===== src/rtl/ps2_key_decoder_if.sv =====
// Byte-in / command-out bundle between the PS/2 receiver, the key decoder
// and the game/menu logic.
interface ps2_key_decoder_if;
    logic [7:0]  rx_data;
    logic        rx_done_tick;
    logic [2:0]  direction_1;
    logic [2:0]  direction_2;
    logic        bomb_1;
    logic        bomb_2;
    logic        out_valid_1;
    logic        out_valid_2;
    logic        start;
    logic [10:0] held_o;

    modport master (
        output rx_data, rx_done_tick,
        input  direction_1, direction_2, bomb_1, bomb_2,
        input  out_valid_1, out_valid_2, start, held_o
    );

    modport slave (
        input  rx_data, rx_done_tick,
        output direction_1, direction_2, bomb_1, bomb_2,
        output out_valid_1, out_valid_2, start, held_o
    );
endinterface


===== src/rtl/ps2_key_decoder.sv =====
// PS/2 scancode stream to per-player game commands with E0/F0 prefix handling.
// Define PS2_KEY_REPEAT_EN to re-issue a held direction every REPEAT_CYCLES.
module ps2_key_decoder #(
    parameter int TIMEOUT_CYCLES = 2_500_000,
    parameter int REPEAT_CYCLES  = 10_000_000
) (
    input logic             clk,
    input logic             rst_n,
    ps2_key_decoder_if.slave bus
);
    localparam int TW = $clog2(TIMEOUT_CYCLES);

    typedef enum logic [1:0] {IDLE, EXT, BRK, EXT_BRK} state_t;

    state_t         state;
    logic [TW-1:0]  tcount;
    logic [10:0]    held;
    logic [2:0]     dir_1, dir_2;
    logic           bomb_1, bomb_2, valid_1, valid_2, start;

    logic           key_ext, key_hit, is_prefix, make_ev, break_ev, player_2;
    logic [3:0]     key_idx, slot;
    logic [2:0]     dir_code;

    // Held-bitmap index of a (extended, code) pair; bit 4 of the result flags a hit.
    function automatic logic [4:0] lookup(input logic ext, input logic [7:0] code);
        logic [4:0] r;
        r = 5'd0;
        if (!ext) begin
            case (code)
                8'h1D: r = {1'b1, 4'd0};
                8'h1B: r = {1'b1, 4'd1};
                8'h1C: r = {1'b1, 4'd2};
                8'h23: r = {1'b1, 4'd3};
                8'h29: r = {1'b1, 4'd4};
                8'h5A: r = {1'b1, 4'd10};
                default: r = 5'd0;
            endcase
        end else begin
            case (code)
                8'h75: r = {1'b1, 4'd5};
                8'h72: r = {1'b1, 4'd6};
                8'h6B: r = {1'b1, 4'd7};
                8'h74: r = {1'b1, 4'd8};
                8'h14: r = {1'b1, 4'd9};
                default: r = 5'd0;
            endcase
        end
        return r;
    endfunction

    always_comb begin
        key_ext   = (state == EXT) || (state == EXT_BRK);
        {key_hit, key_idx} = lookup(key_ext, bus.rx_data);
        is_prefix = (bus.rx_data == 8'hE0) || (bus.rx_data == 8'hF0);
        make_ev   = bus.rx_done_tick &&
                    (((state == IDLE) && !is_prefix) || ((state == EXT) && (bus.rx_data != 8'hF0)));
        break_ev  = bus.rx_done_tick && ((state == BRK) || (state == EXT_BRK)) && !is_prefix;
        player_2  = (key_idx >= 4'd5) && (key_idx <= 4'd9);
        slot      = player_2 ? (key_idx - 4'd5) : key_idx;
        dir_code  = slot[2:0] + 3'd1;
    end

`ifdef PS2_KEY_REPEAT_EN
    localparam int RW = $clog2(REPEAT_CYCLES);
    logic [RW-1:0] rep_1, rep_2;
`else
    logic unused_repeat;
    assign unused_repeat = (REPEAT_CYCLES != 0);
`endif

    always_ff @(posedge clk or negedge rst_n) begin
        if (!rst_n) begin
            state   <= IDLE;
            tcount  <= '0;
            held    <= '0;
            dir_1   <= 3'd0;
            dir_2   <= 3'd0;
            bomb_1  <= 1'b0;
            bomb_2  <= 1'b0;
            valid_1 <= 1'b0;
            valid_2 <= 1'b0;
            start   <= 1'b0;
`ifdef PS2_KEY_REPEAT_EN
            rep_1   <= '0;
            rep_2   <= '0;
`endif
        end else begin
            bomb_1  <= 1'b0;
            bomb_2  <= 1'b0;
            valid_1 <= 1'b0;
            valid_2 <= 1'b0;
            start   <= 1'b0;

`ifdef PS2_KEY_REPEAT_EN
            // Auto-repeat runs first so a same-cycle make or break overrides it below.
            if (dir_1 == 3'd0) rep_1 <= '0;
            else if (rep_1 == RW'(REPEAT_CYCLES - 1)) begin
                rep_1   <= '0;
                valid_1 <= 1'b1;
            end else rep_1 <= rep_1 + 1'b1;

            if (dir_2 == 3'd0) rep_2 <= '0;
            else if (rep_2 == RW'(REPEAT_CYCLES - 1)) begin
                rep_2   <= '0;
                valid_2 <= 1'b1;
            end else rep_2 <= rep_2 + 1'b1;
`endif

            if (bus.rx_done_tick) begin
                tcount <= '0;
                case (state)
                    IDLE:    state <= (bus.rx_data == 8'hE0) ? EXT :
                                      (bus.rx_data == 8'hF0) ? BRK : IDLE;
                    EXT:     state <= (bus.rx_data == 8'hF0) ? EXT_BRK : IDLE;
                    default: state <= IDLE;
                endcase
            end else if (state != IDLE) begin
                if (tcount == TW'(TIMEOUT_CYCLES - 1)) begin
                    state  <= IDLE;
                    tcount <= '0;
                end else tcount <= tcount + 1'b1;
            end

            // Only the first make of a key counts; typematic repeats find the bit already set.
            if (make_ev && key_hit && !held[key_idx]) begin
                held[key_idx] <= 1'b1;
                if (key_idx == 4'd10) start <= 1'b1;
                else if (!player_2) begin
                    valid_1 <= 1'b1;
                    if (slot == 4'd4) bomb_1 <= 1'b1;
                    else begin
                        dir_1 <= dir_code;
`ifdef PS2_KEY_REPEAT_EN
                        rep_1 <= '0;
`endif
                    end
                end else begin
                    valid_2 <= 1'b1;
                    if (slot == 4'd4) bomb_2 <= 1'b1;
                    else begin
                        dir_2 <= dir_code;
`ifdef PS2_KEY_REPEAT_EN
                        rep_2 <= '0;
`endif
                    end
                end
            end

            if (break_ev && key_hit && held[key_idx]) begin
                held[key_idx] <= 1'b0;
                if (key_idx != 4'd10 && slot != 4'd4) begin
                    if (!player_2 && dir_1 == dir_code) begin
                        dir_1   <= 3'd0;
                        valid_1 <= 1'b0;
                    end
                    if (player_2 && dir_2 == dir_code) begin
                        dir_2   <= 3'd0;
                        valid_2 <= 1'b0;
                    end
                end
            end
        end
    end

    assign bus.direction_1 = dir_1;
    assign bus.direction_2 = dir_2;
    assign bus.bomb_1      = bomb_1;
    assign bus.bomb_2      = bomb_2;
    assign bus.out_valid_1 = valid_1;
    assign bus.out_valid_2 = valid_2;
    assign bus.start       = start;
    assign bus.held_o      = held;
endmodule


===== src/flat_wrapper.sv =====
// flat-port wrapper written by rule: the top's interface ports become plain ports
module ps2_key_decoder_flat 
#(
    parameter int TIMEOUT_CYCLES = 2_500_000,
    parameter int REPEAT_CYCLES  = 10_000_000
)
  (clk, rst_n, bus_rx_data, bus_rx_done_tick, bus_direction_1, bus_direction_2, bus_bomb_1, bus_bomb_2, bus_out_valid_1, bus_out_valid_2, bus_start, bus_held_o);
  ps2_key_decoder_if bus_i ();
  input logic clk;
  input logic rst_n;
  input wire logic [$bits(bus_i.rx_data)-1:0] bus_rx_data;
  input wire logic [$bits(bus_i.rx_done_tick)-1:0] bus_rx_done_tick;
  output wire logic [$bits(bus_i.direction_1)-1:0] bus_direction_1;
  output wire logic [$bits(bus_i.direction_2)-1:0] bus_direction_2;
  output wire logic [$bits(bus_i.bomb_1)-1:0] bus_bomb_1;
  output wire logic [$bits(bus_i.bomb_2)-1:0] bus_bomb_2;
  output wire logic [$bits(bus_i.out_valid_1)-1:0] bus_out_valid_1;
  output wire logic [$bits(bus_i.out_valid_2)-1:0] bus_out_valid_2;
  output wire logic [$bits(bus_i.start)-1:0] bus_start;
  output wire logic [$bits(bus_i.held_o)-1:0] bus_held_o;
  assign bus_i.rx_data = bus_rx_data;
  assign bus_i.rx_done_tick = bus_rx_done_tick;
  assign bus_direction_1 = bus_i.direction_1;
  assign bus_direction_2 = bus_i.direction_2;
  assign bus_bomb_1 = bus_i.bomb_1;
  assign bus_bomb_2 = bus_i.bomb_2;
  assign bus_out_valid_1 = bus_i.out_valid_1;
  assign bus_out_valid_2 = bus_i.out_valid_2;
  assign bus_start = bus_i.start;
  assign bus_held_o = bus_i.held_o;
  ps2_key_decoder #(.TIMEOUT_CYCLES(TIMEOUT_CYCLES), .REPEAT_CYCLES(REPEAT_CYCLES)) u_core (.clk(clk), .rst_n(rst_n), .bus(bus_i));
endmodule

===== config.mk =====
export PLATFORM = sky130hd
export DESIGN_NAME = ps2_key_decoder_flat
export DESIGN_NICKNAME = d
export VERILOG_FILES = /design/src/rtl/ps2_key_decoder_if.sv /design/src/rtl/ps2_key_decoder.sv /design/src/flat_wrapper.sv
export SDC_FILE = /design/constraint.sdc
export NUM_CORES = 1
export LEC_CHECK = 0
export BUFFER_PORTS_ARGS = -buffer_cell sky130_fd_sc_hd__buf_4
export CORE_ASPECT_RATIO = 1.25
export CORE_MARGIN = 3
export CORE_UTILIZATION = 60
export DETAILED_ROUTE_END_ITERATION = 10
export PLACE_DENSITY_LB_ADDON = 0.2
export SYNTH_ARGS = -nofsm -noshare
export SYNTH_HDL_FRONTEND = slang
export SYNTH_SLANG_ARGS = --single-unit

===== constraint.sdc =====
create_clock -name clk -period 8.55 [get_ports clk]
set_clock_uncertainty 0.05 [all_clocks]
set_input_delay 0.4275 -clock clk [delete_from_list [all_inputs] [get_ports clk]]
set_output_delay 0.4275 -clock clk [all_outputs]
set_load 0.05 [all_outputs]

* Word-level counts from Yosys, hierarchy flattened *
Index checks and enable logic that the tools add are counted.

word-level totals
  flip-flop bits (word level) = 46
  input port bits = 11
  output and inout port bits = 22
  logic and storage cells = 125

cells by class
  add/subtract/negate cells = 3
  magnitude comparators = 4
  equality and inequality tests = 24
  muxes and demuxes = 55
  bitwise logic cells = 3
  reductions and logical operators = 26

operator list
  cell                                                                   count
  22-bit 2-to-1 mux                                                      3
  3-bit 2-to-1 mux                                                       14
  8-bit by 7-bit == test with 1-bit output (second input constant)       5
  8-bit by 5-bit == test with 1-bit output (second input constant)       4
  5-bit case mux with 6 select lines                                     1
  5-bit case mux with 5 select lines                                     1
  1-bit 2-to-1 mux                                                       23
  22-bit by 1-bit adder with 22-bit output (second input constant)       1
  22-bit == test (second input constant)                                 1
  11-bit 2-to-1 mux                                                      2
  8-bit by 6-bit == test with 1-bit output (second input constant)       2
  8-bit == test (second input constant)                                  2
  1-bit logical AND                                                      14
  2-bit 2-to-1 mux                                                       6
  11-bit bitwise AND                                                     1
  11-bit inverter                                                        1
  11-bit OR                                                              1
  8-bit inequality test (second input constant)                          1
  3-bit == test                                                          2
  2-bit nonzero test                                                     3
  4-bit by 5-bit < comparator with 1-bit output (second input constant)  1
  5-bit 2-to-1 mux                                                       1
  1-bit binary-select mux with 4-bit select                              1
  1-bit demux with 4-bit select                                          1
  17 further kinds                                                       23

* Longest topological paths before layout *
Gate-level depths: netlist (run 1).

  depth in word-level cells = 14
  mapped depth = 19
  depth with buffers taken out = 17

* Least setup slack after synthesis (run 1) *
No wires, ideal clock.

  path kind = input port to flip-flop
  start = in bus_rx_data[6]
  end = reg u_core.dir_1[2], in the netlist u_core.bus.direction_1[2]
  data arrival time = 4.065 ns
  slack = 4.349 ns
  stages on the path = 18
  cell sequence = buf_2 > or3b_1 > a211o_1 > a22oi_2 > inv_1 > ha_1 > o31ai_1 > nor3_1 > o31ai_1 > xnor2_1 > inv_1 > ha_1 > o31ai_1 > a2111oi_2 > a2111oi_2 > nand3_1 > nor2b_1 > nor3_1

on the way
  longest elaborated chain between the ends = 14
  elaborated cells between the ends (all ways) = 52
  classes of those cells = add/sub (2); order compare (2); eq/ne (19); mux (13); reduce/logical (16)

RTL lines
  element                                                                                             line                                           source
  from (decl)                                                                                         flat_wrapper.sv:11                             input wire logic [$bits(bus_i.rx_data)-1:0] bus_rx_data;
  8-bit by 7-bit == test with 1-bit output (tied with other cells)                                    ps2_key_decoder.sv:30                          case (code)
  5-bit case mux with 6 select lines or 5-bit case mux with 5 select lines (tied branches)            ps2_key_decoder.sv:30, ps2_key_decoder.sv:40
  5-bit 2-to-1 mux                                                                                    ps2_key_decoder.sv:29                          if (!ext) begin
  4-bit by 3-bit >= comparator with 1-bit output or 4-bit <= comparator (tied branches)               ps2_key_decoder.sv:59                          player_2 = (key_idx >= 4'd5) && (key_idx <= 4'd9);
  1-bit logical AND                                                                                   ps2_key_decoder.sv:59
  4-bit 2-to-1 mux                                                                                    ps2_key_decoder.sv:60                          slot = player_2 ? (key_idx - 4'd5) : key_idx;
  3-bit by 1-bit adder with 3-bit output or 4-bit by 3-bit == test with 1-bit output (tied branches)  ps2_key_decoder.sv:61, ps2_key_decoder.sv:131
  3-bit 2-to-1 mux                                                                                    ps2_key_decoder.sv:131                         if (slot == 4'd4) bomb_1 <= 1'b1;
  3-bit 2-to-1 mux                                                                                    ps2_key_decoder.sv:129                         else if (!player_2) begin
  3-bit 2-to-1 mux                                                                                    ps2_key_decoder.sv:128                         if (key_idx == 4'd10) start <= 1'b1;
  3-bit 2-to-1 mux                                                                                    ps2_key_decoder.sv:126                         if (make_ev && key_hit && !held[key_idx]) begin
  3-bit 2-to-1 mux                                                                                    ps2_key_decoder.sv:153                         if (!player_2 && dir_1 == dir_code) begin
  3-bit 2-to-1 mux                                                                                    ps2_key_decoder.sv:152                         if (key_idx != 4'd10 && slot != 4'd4) begin
  3-bit 2-to-1 mux *                                                                                  ps2_key_decoder.sv:150                         if (break_ev && key_hit && held[key_idx]) begin
  to (signal assigned)                                                                                ps2_key_decoder.sv:133                         dir_1 <= dir_code;
  to (decl)                                                                                           ps2_key_decoder.sv:18                          logic [2:0] dir_1, dir_2;

Mark *: on every way between the ends. The rest lies on a longest branch, timed or not. The select of a mux whose other input is x is not followed.
A chain may end at the register's enable or synchronous reset.

* Final worst setup path (run 1) *
  start = reg u_core.state[0]
  end = reg u_core.dir_2[1], in the netlist u_core.bus.direction_2[1]

on the way
  longest elaborated chain between the ends = 14
  elaborated cells between the ends (all ways) = 40
  classes of those cells = add/sub (2); order compare (2); eq/ne (8); mux (11); reduce/logical (17)

RTL lines
  element                                                                                             line                                                                 source
  from (decl)                                                                                         ps2_key_decoder.sv:15                                                state_t state;
  from (signal assigned)                                                                              ps2_key_decoder.sv:113                                               IDLE: state <= (bus.rx_data == 8'hE0) ? EXT :
  from (signal assigned)                                                                              ps2_key_decoder.sv:115                                               EXT: state <= (bus.rx_data == 8'hF0) ? EXT_BRK : IDLE;
  2-bit by 1-bit == test with 1-bit output or 2-bit == test (tied branches)                           ps2_key_decoder.sv:53, ps2_key_decoder.sv:57, ps2_key_decoder.sv:58
  1-bit logical OR                                                                                    ps2_key_decoder.sv:53                                                key_ext = (state == EXT) || (state == EXT_BRK);
  5-bit 2-to-1 mux                                                                                    ps2_key_decoder.sv:29
  4-bit by 3-bit >= comparator with 1-bit output or 4-bit <= comparator (tied branches)               ps2_key_decoder.sv:59
  1-bit logical AND                                                                                   ps2_key_decoder.sv:59
  4-bit 2-to-1 mux                                                                                    ps2_key_decoder.sv:60
  3-bit by 1-bit adder with 3-bit output or 4-bit by 3-bit == test with 1-bit output (tied branches)  ps2_key_decoder.sv:61, ps2_key_decoder.sv:140
  3-bit 2-to-1 mux                                                                                    ps2_key_decoder.sv:140                                               if (slot == 4'd4) bomb_2 <= 1'b1;
  3-bit 2-to-1 mux                                                                                    ps2_key_decoder.sv:129
  3-bit 2-to-1 mux                                                                                    ps2_key_decoder.sv:128
  3-bit 2-to-1 mux                                                                                    ps2_key_decoder.sv:126
  3-bit 2-to-1 mux                                                                                    ps2_key_decoder.sv:157                                               if (player_2 && dir_2 == dir_code) begin
  3-bit 2-to-1 mux                                                                                    ps2_key_decoder.sv:152
  3-bit 2-to-1 mux *                                                                                  ps2_key_decoder.sv:150
  to (signal assigned)                                                                                ps2_key_decoder.sv:142                                               dir_2 <= dir_code;
  to (decl)                                                                                           ps2_key_decoder.sv:18

Marks and branches as above.

==> impl_metrics.tcl, run 1 <==
set metrics [dict create \
    outcome "completed" \
    postCtsHoldBufs 0 \
    initial_core_util_pct 62.5 \
    synth_seq_area_share_pct 36.3 \
    clock_sinks 46 \
    cp.arrival_ps 4850 \
    grt_busiest_layer "met2" \
    power_density_mw_per_mm2 133 \
    die_w_microns 71.1 \
    rows 29 \
    final_design_area_no_fill_sq_mm 0.00349 \
    async_reset_ff_share_pct 100 \
    synth_cell_types 66 \
    dp.cells 431 \
    crit_path_start_kind "flip-flop" \
    grt_use_met2_pct 43.0 \
    hold_class "in2async" \
    postLayoutCoreUtil_pct 68.7 \
    syn_nets 372 \
    grt_pass1_vias 2631 \
    total_leakage_power_nw 1.54 \
    grt-ovfl-total 0 \
    dieArea_sq_mm 0.00620 \
    clk_latency_ps 310 \
    coreArea_sq_mm 0.00508 \
    tightest_slew_ps 1130 \
    synth_ff_type "dfrtp_1" \
    numCtsBuffers 5 \
    post_cts_resized 0 \
    crit_type "reg2reg" \
    synth_warnings 0 \
    drc_errors 0 \
    routed_wirelength_microns 7400 \
    drt_iter0_markers 273 \
    ir_drop_mv 0.133 \
    grt_use_total_pct 24.4 \
    worstPathMaxFanout 17 \
    min_period_over_period_pct 55.0 \
    firstDrtPassIters 4 \
    die_y_microns 87.3 \
    cts_buffer_depth 2 \
    endpoint_kind "flip-flop" \
    syn-cell-area_sq_mm 0.00317 \
    grtUsageMet1_pct 29.3 \
    vias 2757 \
    cts_tree "yes" \
    tns_ps 0 \
    worstPathRequired_ps 8690 \
    layout_min_cycle_time_ps 4700 \
    cts_root_buf "clkbuf_8" \
    slew_headroom_pct 24.3 \
    viasPerCell 6.28 \
    ant_nets 0 \
    netlist_instances 353 \
    timing.fmax_mhz 213 \
    use_met3_pct 3.81 \
    final_cells 439 \
    syn_to_final_growth_pct 9.93 \
    wl_per_cell_microns 16.8 \
    rsz0062_at_grt "false" \
    antenna_found_initial 0 \
    finalSetupViolCount 0 \
    drv_slew 0 \
    routabilityCongestion 0.928 \
    diodes 0 \
    hold_viol 0 \
    grt_max_degree 47 \
    drv_cap 0 \
    post-cts-setup-buffers 0 \
    drive_gt1_share_pct 14.6 \
    post-dp-hpwl_microns 5480 \
    ys_seq_elements 46 \
    post_dp_cell_area_sq_mm 0.00339 \
    clk_pin_slew_worst_paths_ps 90 \
    h-tree-depth 2 \
    grt_pass1_wl_microns 12100 \
    io_buffer_count 32 \
    synth-edff-count 0 \
    power_uw 465 \
    nets 395 \
    avgSynthCellArea_sq_um 8.99 \
    ios 33 \
]
==> area by class of cell <==
| class | instances | area [sq um] |
|---|---|---|
| Multi-Input combinational cell | 281 | 1890 |
| Fill cell | 412 | 1590 |
| Timing Repair Buffer | 32 | 240 |
| Tap cell | 62 | 77.6 |
| Sequential cell | 46 | 1150 |
| Inverter | 10 | 37.5 |
| Clock inverter | 3 | 27.5 |
| Clock buffer | 5 | 68.8 |
==> cells in the final DEF (no fill, tap or decap), types with 2 or more instances in the layout <==
cell type and n:
inv_1 10, mux2i_1 2, a21oi_1 19, nor3b_1 3, a31oi_1 3, ha_1 8, o21ai_1 4, and4_1 3
o21ai_0 13, and3_1 8, nor4b_1 3, nand3_1 20, xor2_1 16, and2_1 2, or3_1 4, nand2b_1 5
nor2b_1 3, buf_4 32, o31ai_1 8, o21a_1 2, nor3_1 17, nor2_1 44, clkbuf_8 5, nand4_1 7
nand4b_1 2, nor4bb_1 4, dfrtp_1 46, o211ai_1 4, xnor2_1 9, nor4_1 4, or4_1 2, nand2_1 28
a2111oi_2 2, nand3b_1 2
==> path summary, 6_finish.rpt <==
| kind | start | end | slack [ps] | depth (start not counted) |
|---|---|---|---|---|
| setup / recovery | u_core.state[0]$_DFFE_PN0P_ | u_core.bus.direction_2[1]$_DFF_PN0_ | 3850 | 14 |
| hold / removal | rst_n | u_core.state[0]$_DFFE_PN0P_ | 50 | 1 |
| setup reg to reg | u_core.state[0]$_DFFE_PN0P_ | u_core.bus.direction_2[1]$_DFF_PN0_ | 3850 | 14 |
| hold reg to reg | u_core.tcount[1]$_DFFE_PN0P_ | u_core.tcount[1]$_DFFE_PN0P_ | 480 | 2 |
| max in group asynchronous | rst_n | u_core.tcount[0]$_DFFE_PN0P_ | 8000 | 1 |
| min in group clk | bus_rx_done_tick | u_core.tcount[2]$_DFFE_PN0P_ | 270 | 2 |
==> Yosys cell counts (all sizes together) (3+ instances only) <==
cell type	number	share of area [%]
dfrtp	46	36
nor2	44	5.2
nand2	28	3.3
a21oi	20	3.3
nand3	20	3.2
nor3	17	2.7
o21ai	17	2.7
xor2	16	4.4
inv	10	1.2
buf	9	2.3
xnor2	9	2.5
and3	8	1.6
ha	8	3.2
o31ai	8	1.9
clkbuf	7	0.83
nand4	7	1.4
nand2b	5	0.99
nor4	5	1.5
nor4b	4	1.6
nor4bb	4	1.3
o211ai	4	0.95
or3	4	0.79
a2111oi	3	1.8
a31oi	3	0.59
and4	3	0.83
nor2b	3	0.59
nor3b	3	0.71
==> logic make-up (layout without fill, tap and decap cells) <==
family          count (synthesis)  count (layout)  synth area share, %
buf+inv                        26              50                 4.30
fa+ha+maj                       8               8                 3.15
flops                          46              46                 36.3
mux                             4               4                 1.81
xor+xnor                       26              26                 7.61
simple gates                  173             173                 30.4
compound gates                 70              70                 16.5
==> routing by layer <==
metal	share of wire (%)	vias to the layer above
met5	0	-
met4	2.8	0
met3	4.7	17
met2	52	90
met1	40	1321
li1	-	1329
==> metrics by stage <==
stage                     setup WS [ps]  hold slack, ps
after floorplan                    4350            81.9
after global placement             3780             414
after detailed placement           3720             423
after CTS                          3900            82.0
after global routing               3380            96.4
final                              3850            48.4
==> power breakdown <==
group	switching, mW	internal, mW	total [mW]
Clock	0.0852	0.0607	0.146
Combinational	0.0603	0.0298	0.0901
Sequential	0.00593	0.223	0.229
==> state kept, by name (all words and copies together) (netlist names) <==
| register | flops |
|---|---|
| u_core.state | 2 |
| u_core.bus.held_o | 11 |
| u_core.bus.bomb_1 | 1 |
| u_core.tcount | 22 |
| u_core.bus.out_valid_1 | 1 |
| u_core.bus.direction_2 | 3 |
| u_core.bus.bomb_2 | 1 |
| u_core.bus.start | 1 |
| u_core.bus.out_valid_2 | 1 |
| u_core.bus.direction_1 | 3 |
==> critical path, stage by stage, from the launching register on <==
cell and delay (ps):
dfrtp_1 700, a21bo_1 310, o32ai_4 570, inv_1 240, ha_1 370, o31ai_1 760
nand2_1 110, o21a_1 170, ha_1 220, inv_1 100, a2111oi_4 60, nor3_1 420
nand4_1 200, nor3_1 220, o21ai_1 100
(Power assumes the default switching activity.)
==> run 2: changes to the inputs <==
--- a/config.mk
+++ b/config.mk
@@ -5,10 +5,11 @@
 export SDC_FILE = /design/constraint.sdc
 export NUM_CORES = 1
 export LEC_CHECK = 0
+export ABC_AREA = 1
 export BUFFER_PORTS_ARGS = -buffer_cell sky130_fd_sc_hd__buf_4
 export CORE_ASPECT_RATIO = 1.25
 export CORE_MARGIN = 3
-export CORE_UTILIZATION = 60
+export CORE_UTILIZATION = 53
 export DETAILED_ROUTE_END_ITERATION = 10
 export PLACE_DENSITY_LB_ADDON = 0.2
 export SYNTH_ARGS = -nofsm -noshare
==> constraint.sdc (replaced) <==
create_clock -name clk -period 4.05 [get_ports clk]
set_clock_uncertainty 0.05 [all_clocks]
set_input_delay 0.2025 -clock clk [delete_from_list [all_inputs] [get_ports clk]]
set_output_delay 0.2025 -clock clk [all_outputs]
set_load 0.05 [all_outputs]
==> run 2 against run 1 <==
  * Total power grew 110%
  * Register-to-register slack lost 3200 ps
  * Fmax grew 38%
  * Worst hold slack gained 150 ps
  * Design area grew 0.79%
  * Global-route usage shrank 2.1 points
  * Via count grew 4.0%
  * First-iteration DRC count shrank 39%
  * Worst setup slack lost 3200 ps
  * Sequential power grew 110%
  * Count of clock-buffer cells in the layout is the same
  * Synthesized area shrank 2.7%
  * Critical path type unchanged
  * Largest cell class unchanged
  * Largest power group unchanged
==> impl_metrics.tcl, run 2 <==
set metrics [dict create \
    power_density_mw_per_mm2 282 \
    final_design_area_no_fill_sq_mm 0.00352 \
    cts_tree "yes" \
    rsz0062_at_grt "false" \
    largest_reg_flops 22 \
    firstDrtPassIters 4 \
    tightest_slew_ps 582 \
    crit_type "reg2reg" \
    netlist_instances 436 \
    cts_root_buf "clkbuf_8" \
    syn_nets 455 \
    outcome "completed" \
    cpMostUsedCell "inv_1" \
    grt-ovfl-total 0 \
    tns_ps 0 \
    ant_nets 0 \
    nets 493 \
    viasPerCell 5.32 \
    cp.arrival_ps 3580 \
    crit_path_start_kind "flip-flop" \
    worstPathMaxFanout 12 \
    rows 30 \
    drt_iter0_markers 167 \
    coreArea_sq_mm 0.00552 \
    dieArea_sq_mm 0.00678 \
    path_cells "inv_1 -> nand2_2 -> nand2_4 -> inv_1 -> ha_1 -> inv_1 -> nand3_1 -> nand3_1 -> nand2_2 -> inv_1 -> o21ai_0 -> ha_1 -> xor2_1 -> nor4_1 -> nand3_1 -> nand2_1 -> nor2_1" \
    cp_top_family "simple AND/OR/NAND/NOR gates" \
    synth_most_common_cell "nand2_1" \
    grt_pass1_vias 2754 \
    synth_seq_area_share_pct 37.3 \
    slew_headroom_pct 61.2 \
    hold_class "in2reg" \
    grt_max_degree 47 \
    layout_min_cycle_time_ps 3420 \
    numCtsBuffers 5 \
    die_w_microns 74.3 \
    endpoint_kind "flip-flop" \
    layout_common_cells "nand2_1, inv_1, nor2_1" \
    clk_latency_ps 310 \
    drv_slew 0 \
    postCtsHoldBufs 1 \
    ir_drop_mv 0.242 \
    drive_gt1_share_pct 15.8 \
    initial_core_util_pct 56.0 \
    ys_seq_elements 46 \
    synth_cell_types 39 \
    finalSetupViolCount 0 \
    grt_pass1_wl_microns 12000 \
    post-dp-hpwl_microns 5480 \
    antenna_found_initial 0 \
    yosys.area.top_type_share_pct 37.3 \
    total_leakage_power_nw 1.81 \
    clk_pin_slew_worst_paths_ps 100 \
    synth_top_area_cell "dfrtp_1" \
    syn-cell-area_sq_mm 0.00309 \
    synth_ff_type "dfrtp_1" \
    post_dp_cell_area_sq_mm 0.00339 \
    h-tree-depth 2 \
    min_period_over_period_pct 84.4 \
    hold_viol 0 \
    yosys-top-cells-area "dfrtp_1, nand2_1, inv_1" \
    drv_cap 0 \
    diodes 0 \
    die_y_microns 91.3 \
    routabilityCongestion 0.908 \
    clock_sinks 46 \
    post-cts-setup-buffers 0 \
    io_buffer_count 32 \
    async_reset_ff_share_pct 100 \
    hold-worst-slack_ps 196 \
    critical_path.slowest_cell "dfrtp_1" \
    critPathMaxStageDelay_ps 540 \
    timing.fmax_mhz 293 \
    dp.cells 530 \
    postLayoutCoreUtil_pct 63.7 \
    grt_use_total_pct 22.3 \
    avgSynthCellArea_sq_um 7.08 \
    syn_to_final_growth_pct 13.9 \
    synth-edff-count 0 \
    cp_num_buf_inv 4 \
    final_common_cell "nand2_1" \
    synth_warnings 0 \
    wl_per_cell_microns 13.0 \
    cts_buffer_depth 2 \
    post_cts_resized 0 \
    final_cells 539 \
    ios 33 \
    worstPathRequired_ps 4210 \
    drc_errors 0 \
    regMostFlops "u_core.tcount" \
    vias 2866 \
    routed_wirelength_microns 7020 \
    yosys-top-cells-count "nand2_1, inv_1, nor2_1" \
]
==> run 2: worst paths after layout <==
kind                       depth (start not counted)                                   to                          from  slack, ps
min in group asynchronous                          2  u_core.bus.direction_2[1]$_DFF_PN0_                         rst_n        380
max in group asynchronous                          2         u_core.tcount[2]$_DFFE_PN0P_                         rst_n       3160
setup / recovery                                  17  u_core.bus.direction_2[0]$_DFF_PN0_   u_core.state[0]$_DFFE_PN0P_        630
hold / removal                                     3          u_core.state[1]$_DFFE_PN0P_                bus_rx_data[7]        200
setup reg to reg                                  17  u_core.bus.direction_2[0]$_DFF_PN0_   u_core.state[0]$_DFFE_PN0P_        630
hold reg to reg                                    1         u_core.tcount[0]$_DFFE_PN0P_  u_core.tcount[0]$_DFFE_PN0P_        460
==> run 2: worst register-to-register path: stages (launching register included) <==
cell and delay (ps):
dfrtp_1 540, inv_1 210, nand2_2 190, nand2_4 130, inv_1 180, ha_1 200, inv_1 70, nand3_1 110
nand3_1 100, nand2_2 160, inv_1 110, o21ai_0 240, ha_1 330, xor2_1 180, nor4_1 270, nand3_1 160
nand2_1 90, nor2_1 40
==> run 2: final cells by class <==
class	instances	area [sq um]
clock inverters	3	48.8
clock buffers	5	68.8
fillers	508	2000
multi-input cells	313	1630
repair buffers	34	258
inverters	74	278
well taps	64	80.1
flip-flops and latches	46	1150
==> run 2: cell families after synthesis <==
| group | count (synthesis) | synth area share [%] |
|---|---|---|
| flip-flops | 46 | 37.3 |
| AO/OA/AOI/OAI | 51 | 9.36 |
| multiplexers | 1 | 0.324 |
| adder cells (fa/ha/maj) | 8 | 3.24 |
| buffers and inverters | 77 | 9.85 |
| XOR/XNOR | 10 | 2.84 |
| AND/OR/NAND/NOR | 243 | 37.1 |
==> run 2: per-layer routing <==
layer	routed length (microns)	track usage, %
met1	2950	26.2
met2	3650	39.1
met3	289	4.98
met4	133	7.42
met5	0	0
==> run 2: per-stage QoR <==
stage,power (mW),worst slack (ps)
after global routing,1.03,305
after global placement,0.634,762
after detailed placement,0.637,661
after floorplan,0.587,1180
final,0.990,632
after CTS,0.999,657
==> run 2: report_power, final <==
part | switching, mW | internal, mW | total, mW
Combinational | 0.103 | 0.0464 | 0.149
Sequential | 0.00904 | 0.469 | 0.478
Clock | 0.174 | 0.188 | 0.363
Total | 0.286 | 0.704 | 0.990
